## src/rtl/jk_pkg.sv

```systemverilog
// Shared types and JK excitation encoding for the latch-bank write controller.
package jk_pkg;

    typedef enum logic [2:0] {
        IDLE    = 3'd0,
        COMPUTE = 3'd1,
        PULSE   = 3'd2,
        SETTLE  = 3'd3,
        VERIFY  = 3'd4
    } jk_state_e;

    // {J,K} encodings; 2'b11 (toggle) is never produced.
    localparam logic [1:0] JK_HOLD  = 2'b00;
    localparam logic [1:0] JK_RESET = 2'b01;
    localparam logic [1:0] JK_SET   = 2'b10;

    function automatic logic [1:0] jk_excite(input logic q, input logic t);
        if (q == t) begin
            return JK_HOLD;
        end else if (t) begin
            return JK_SET;
        end else begin
            return JK_RESET;
        end
    endfunction

endpackage

```

## src/rtl/jk_sync2.sv

```systemverilog
// Two-flop synchronizer for the latch-bank readback bus.
module jk_sync2 #(
    parameter int WIDTH = 8
) (
    input  logic             clk,
    input  logic             rst_n,
    input  logic [WIDTH-1:0] d,
    output logic [WIDTH-1:0] q
);

    logic [WIDTH-1:0] meta;

    always_ff @(posedge clk or negedge rst_n) begin
        if (!rst_n) begin
            meta <= '0;
            q    <= '0;
        end else begin
            meta <= d;
            q    <= meta;
        end
    end

endmodule

```

## src/rtl/jk_latch_writer.sv

```systemverilog
// Write-side controller for a JK latch bank: excite, pulse enable, settle, verify, retry.
module jk_latch_writer
    import jk_pkg::*;
#(
    parameter int WIDTH         = 8,
    parameter int SETTLE_CYCLES = 2,
    parameter int MAX_RETRY     = 3
) (
    input  logic             clk,
    input  logic             rst_n,
    input  logic             req_valid,
    output logic             req_ready,
    input  logic [WIDTH-1:0] req_data,
    input  logic [WIDTH-1:0] q_in,
    output logic [WIDTH-1:0] j_out,
    output logic [WIDTH-1:0] k_out,
    output logic             latch_en,
    output logic             done,
    output logic             err,
    output jk_state_e        state
);

    // Handshake: a request transfers on a rising edge where req_valid && req_ready;
    // req_ready is high only in IDLE and the requester holds req_data until then.

    localparam int RW = (MAX_RETRY > 0) ? $clog2(MAX_RETRY + 1) : 1;
    localparam int SW = $clog2(SETTLE_CYCLES + 3);
    localparam logic [RW-1:0] RETRY_MAX   = RW'(MAX_RETRY);
    localparam logic [SW-1:0] SETTLE_LAST = SW'(SETTLE_CYCLES + 1);

    logic [WIDTH-1:0] qs;
    logic [WIDTH-1:0] target;
    logic [WIDTH-1:0] tgt_sel;
    logic [WIDTH-1:0] j_next;
    logic [WIDTH-1:0] k_next;
    logic [RW-1:0]    retry;
    logic [SW-1:0]    settle_cnt;

    jk_sync2 #(.WIDTH(WIDTH)) u_sync (
        .clk   (clk),
        .rst_n (rst_n),
        .d     (q_in),
        .q     (qs)
    );

    // Excitation is loaded on the edge entering COMPUTE so it is stable a cycle before the pulse.
    always_comb begin
        tgt_sel = (state == IDLE) ? req_data : target;
        j_next  = '0;
        k_next  = '0;
        for (int i = 0; i < WIDTH; i++) begin
            {j_next[i], k_next[i]} = jk_excite(qs[i], tgt_sel[i]);
        end
    end

    // The readback verdict is registered on the edge leaving SETTLE (or COMPUTE),
    // so VERIFY is the cycle in which done/err is presented.
    always_ff @(posedge clk or negedge rst_n) begin
        if (!rst_n) begin
            state      <= IDLE;
            target     <= '0;
            retry      <= '0;
            settle_cnt <= '0;
            j_out      <= '0;
            k_out      <= '0;
            latch_en   <= 1'b0;
            done       <= 1'b0;
            err        <= 1'b0;
            req_ready  <= 1'b1;
        end else begin
            latch_en <= 1'b0;
            done     <= 1'b0;
            err      <= 1'b0;
            case (state)
                IDLE: begin
                    if (req_valid) begin
                        target    <= req_data;
                        retry     <= '0;
                        j_out     <= j_next;
                        k_out     <= k_next;
                        req_ready <= 1'b0;
                        state     <= COMPUTE;
                    end
                end
                COMPUTE: begin
                    if (qs == target) begin
                        j_out <= '0;
                        k_out <= '0;
                        done  <= 1'b1;
                        state <= VERIFY;
                    end else begin
                        latch_en <= 1'b1;
                        state    <= PULSE;
                    end
                end
                PULSE: begin
                    j_out      <= '0;
                    k_out      <= '0;
                    settle_cnt <= '0;
                    state      <= SETTLE;
                end
                SETTLE: begin
                    if (settle_cnt == SETTLE_LAST) begin
                        if (qs == target) begin
                            done  <= 1'b1;
                            state <= VERIFY;
                        end else if (retry == RETRY_MAX) begin
                            err   <= 1'b1;
                            state <= VERIFY;
                        end else begin
                            retry <= retry + 1'b1;
                            j_out <= j_next;
                            k_out <= k_next;
                            state <= COMPUTE;
                        end
                    end else begin
                        settle_cnt <= settle_cnt + 1'b1;
                    end
                end
                VERIFY: begin
                    req_ready <= 1'b1;
                    state     <= IDLE;
                end
                default: begin
                    req_ready <= 1'b1;
                    state     <= IDLE;
                end
            endcase
        end
    end

endmodule

```

## config.mk

```make
export PLATFORM = sky130hd
export DESIGN_NAME = jk_latch_writer
export DESIGN_NICKNAME = d
export VERILOG_FILES = /design/src/rtl/jk_pkg.sv /design/src/rtl/jk_sync2.sv /design/src/rtl/jk_latch_writer.sv
export SDC_FILE = /design/constraint.sdc
export NUM_CORES = 1
export LEC_CHECK = 0
export CAP_MARGIN = 20
export CORE_MARGIN = 2
export CORE_UTILIZATION = 45
export DETAILED_ROUTE_END_ITERATION = 6
export PLACE_DENSITY = 0.74
export SLEW_MARGIN = 40
export SYNTH_ARGS = -nofsm -noshare
export SYNTH_HDL_FRONTEND = slang
export SYNTH_SLANG_ARGS = --single-unit
```

## constraint.sdc

```tcl
create_clock -name clk -period 3.25 [get_ports clk]
set_input_delay 0.65 -clock clk [delete_from_list [all_inputs] [get_ports clk]]
set_output_delay 0.65 -clock clk [all_outputs]
set_load 0.005 [all_outputs]
```

==> results.sh <==
export IMPL_status="finished, final reports clean"
export IMPL_met1Wirelength_um=1910
export IMPL_grt_remaining_overflow=0
export IMPL_path_class="reg2reg"
export IMPL_met3_length_um=249
export IMPL_via_count=1500
export IMPL_firstDrtPassIters=4
export IMPL_r2r_start="settle_cnt[0]"
export IMPL_fmax_mhz=429
export IMPL_dpl_hpwl_um=2920
export IMPL_cts_tree="yes"
export IMPL_highest_layer="met4"
export IMPL_syn_nets=208
export IMPL_synth_area_mm2=0.00224
export IMPL_cts_root_buffer="clkbuf_8"
export IMPL_clkSinkCount=52
export IMPL_routed_via_density=5.05
export IMPL_grt_antenna_before_repair=0
export IMPL_cp_end_kind="flop"
export IMPL_start_kind="flop"
export IMPL_maxCapViolCount=0
export IMPL_worstReg2RegEnd="j_out[5]"
export IMPL_yosys_warnings=0
export IMPL_postCtsSetupRepairBufs=0
export IMPL_max_slew_margin_rel_pct=46.6
export IMPL_layout_min_cycle_time_ns=2.33
export IMPL_drive_gt1_share_pct=15.7
export IMPL_syn_to_final_growth_pct=24.2
export IMPL_grt_max_degree=38
export IMPL_synth_edf_count=0
export IMPL_cts_buffer_depth=2
export IMPL_synthArstFlopShare_pct=100
export IMPL_ys_types=33
export IMPL_fin_skew_ns=0.00971
export IMPL_synth_area_top_cells="dfrtp_1, mux2_2, mux2i_1"
export IMPL_cts_buffers=5
export IMPL_start_util_pct=47.1
export IMPL_path_max_fanout=16
export IMPL_drt_wl_total_um=4170
export IMPL_powerDensity_mw_per_mm2=820
export IMPL_setup_tns_ns=0
export IMPL_core_mm2=0.00475
export IMPL_fp_dieH_um=74.6
export IMPL_syn_instance_count=186
export IMPL_antenna_cells=0
export IMPL_insertion_delay_ns=0.31
export IMPL_yosysMostFrequentCell="dfrtp_1"
export IMPL_slew_viol_final=0
export IMPL_die_w_um=74.6
export IMPL_finalNetCount=251
export IMPL_rows=25
export IMPL_htree_levels=2
export IMPL_avgSynthCellArea_um2=12.0
export IMPL_reg2reg_slack_ns=0.92
export IMPL_hold_buffers=0
export IMPL_gp_congestion=0.746
export IMPL_drc_errors=0
export IMPL_r2r_cells=6
export IMPL_grt_pass1_wl_um=6800
export IMPL_setup_violations=0
export IMPL_synth_flop_cell="dfrtp_1"
export IMPL_power_mw=2.28
export IMPL_drt_iter0_markers=111
export IMPL_synthTopCellsByCount="dfrtp_1, inv_1, mux2_2, nand2_1, nor2_1"
export IMPL_hold_class="in2async"
export IMPL_grt_pass1_vias=1442
export IMPL_p_leak_nw=1.25
export IMPL_fin_crit_sh_pct=71.6
export IMPL_num_io_pins=42
export IMPL_ctsResizeCount=0
export IMPL_crit_end="j_out[5]"
export IMPL_critical_path_startpoint="settle_cnt[0]"
export IMPL_cp_arrival_ns=2.52
export IMPL_seq_area_frac_synth_pct=58.1
export IMPL_rsz0062_at_grt="false"
export IMPL_ir_drop_mv=0.318
export IMPL_crit_required_ns=3.45
export IMPL_cts_reportedPaths_clkPinSlew_ns=0.09
export IMPL_synth_top_cell_area_share_pct=57.0
export IMPL_synth_seq_cells=52
export IMPL_antenna_left=0
export IMPL_track_usage_pct=16.4
export IMPL_die_area_mm2=0.00556
export IMPL_worstMarginPinSlew_ns=0.801
export IMPL_wl_met2_um=1970
export IMPL_wl_per_cell_um=14.1
export IMPL_synth_largest_area_cell="dfrtp_1"
export IMPL_finalHoldViolations=0
export IMPL_portBuffers=41
where the power goes:
| group | internal [mW] | switching, mW |
|---|---|---|
| Clock | 0.154 | 0.211 |
| Sequential | 0.817 | 0.149 |
| Combinational | 0.514 | 0.436 |
critical path, cell delays in order (launching register included):
cell     delay, ns
dfrtp_1       0.41
ha_1          0.17
ha_1          0.27
inv_1         0.12
a211o_2       0.33
a221o_2       0.57
mux2_4        0.37
kinds of logic after synthesis:
group                    Yosys count  synth area share [%]
flip-flops                        52                  58.1
AND/OR/NAND/NOR                   43                  10.0
AO/OA/AOI/OAI                     34                  10.1
multiplexers                      25                  12.4
buffers and inverters             21                  4.58
XOR/XNOR                           8                  3.13
adder cells (fa/ha/maj)            3                  1.68
how the worst min path moves through the flow:
stage,slack (ns),endpoint,cells after the start,startpoint
floorplan,0.33,u_sync.q[0],0,u_sync.meta[0]
global placement,0.33,u_sync.q[2],0,u_sync.meta[2]
detailed placement,0.33,u_sync.q[7],0,u_sync.meta[7]
CTS,0.23,k_out[5],1,rst_n
global route,0.24,k_out[5],1,rst_n
finish,0.23,k_out[5],1,rst_n
metal layers:
metal / up-vias / GRT usage [%]
li1: 729 / -
met1: 719 / 22.1
met2: 47 / 26.1
met3: 5 / 5.01
met4: 0 / 4.17
met5: - / 0
flip-flops by register name (all words and copies together), names as in the netlist:
register,cells
u_sync.q,8
err,1
settle_cnt,3
j_out,8
k_out,8
target,8
latch_en,1
u_sync.meta,8
req_ready,1
state,3
done,1
retry,2
per-stage QoR:
stage               utilization [%]  worst slack (ns)  hold slack [ns]  cell area (um^2)  std cells
floorplan                         -              1.13            0.331              2240        186
CTS                            58.5             0.921            0.233              2780        297
finish                         58.5             0.922            0.234              2780        297
global placement               56.7             0.625            0.332              2700        289
detailed placement             56.7             0.762            0.335              2700        289
global route                   58.5             0.821            0.243              2780        297
placed cells by master (no fill, tap or decap), types with 2 or more instances in the layout:
cell | synthesis | routed
dfrtp_1 | 51 | 51
clkdlybuf4s50_1 | 0 | 40
inv_1 | 14 | 14
mux2_2 | 14 | 14
nand2_1 | 13 | 13
nor2_1 | 12 | 12
o22ai_1 | 10 | 10
mux2i_1 | 9 | 9
xor2_1 | 8 | 8
a22oi_1 | 8 | 8
a21oi_1 | 6 | 6
clkbuf_8 | 0 | 5
o21ai_0 | 4 | 4
and2_1 | 3 | 3
nand2b_1 | 3 | 3
a22o_1 | 3 | 3
ha_1 | 3 | 3
nor4_2 | 2 | 2
nand3_1 | 2 | 2
mux2_4 | 2 | 2
buf_4 | 0 | 2
final cells by class:
| cell class | count | area (um^2) |
|---|---|---|
| timing repair buffer | 43 | 420 |
| clock buffer | 6 | 72.6 |
| multi-input combinational | 113 | 837 |
| tap | 67 | 83.8 |
| sequential | 52 | 1300 |
| fill | 423 | 1970 |
| clock inverter | 2 | 13.8 |
| inverter | 14 | 52.6 |
Note: power is estimated with default switching activity, not from simulation.
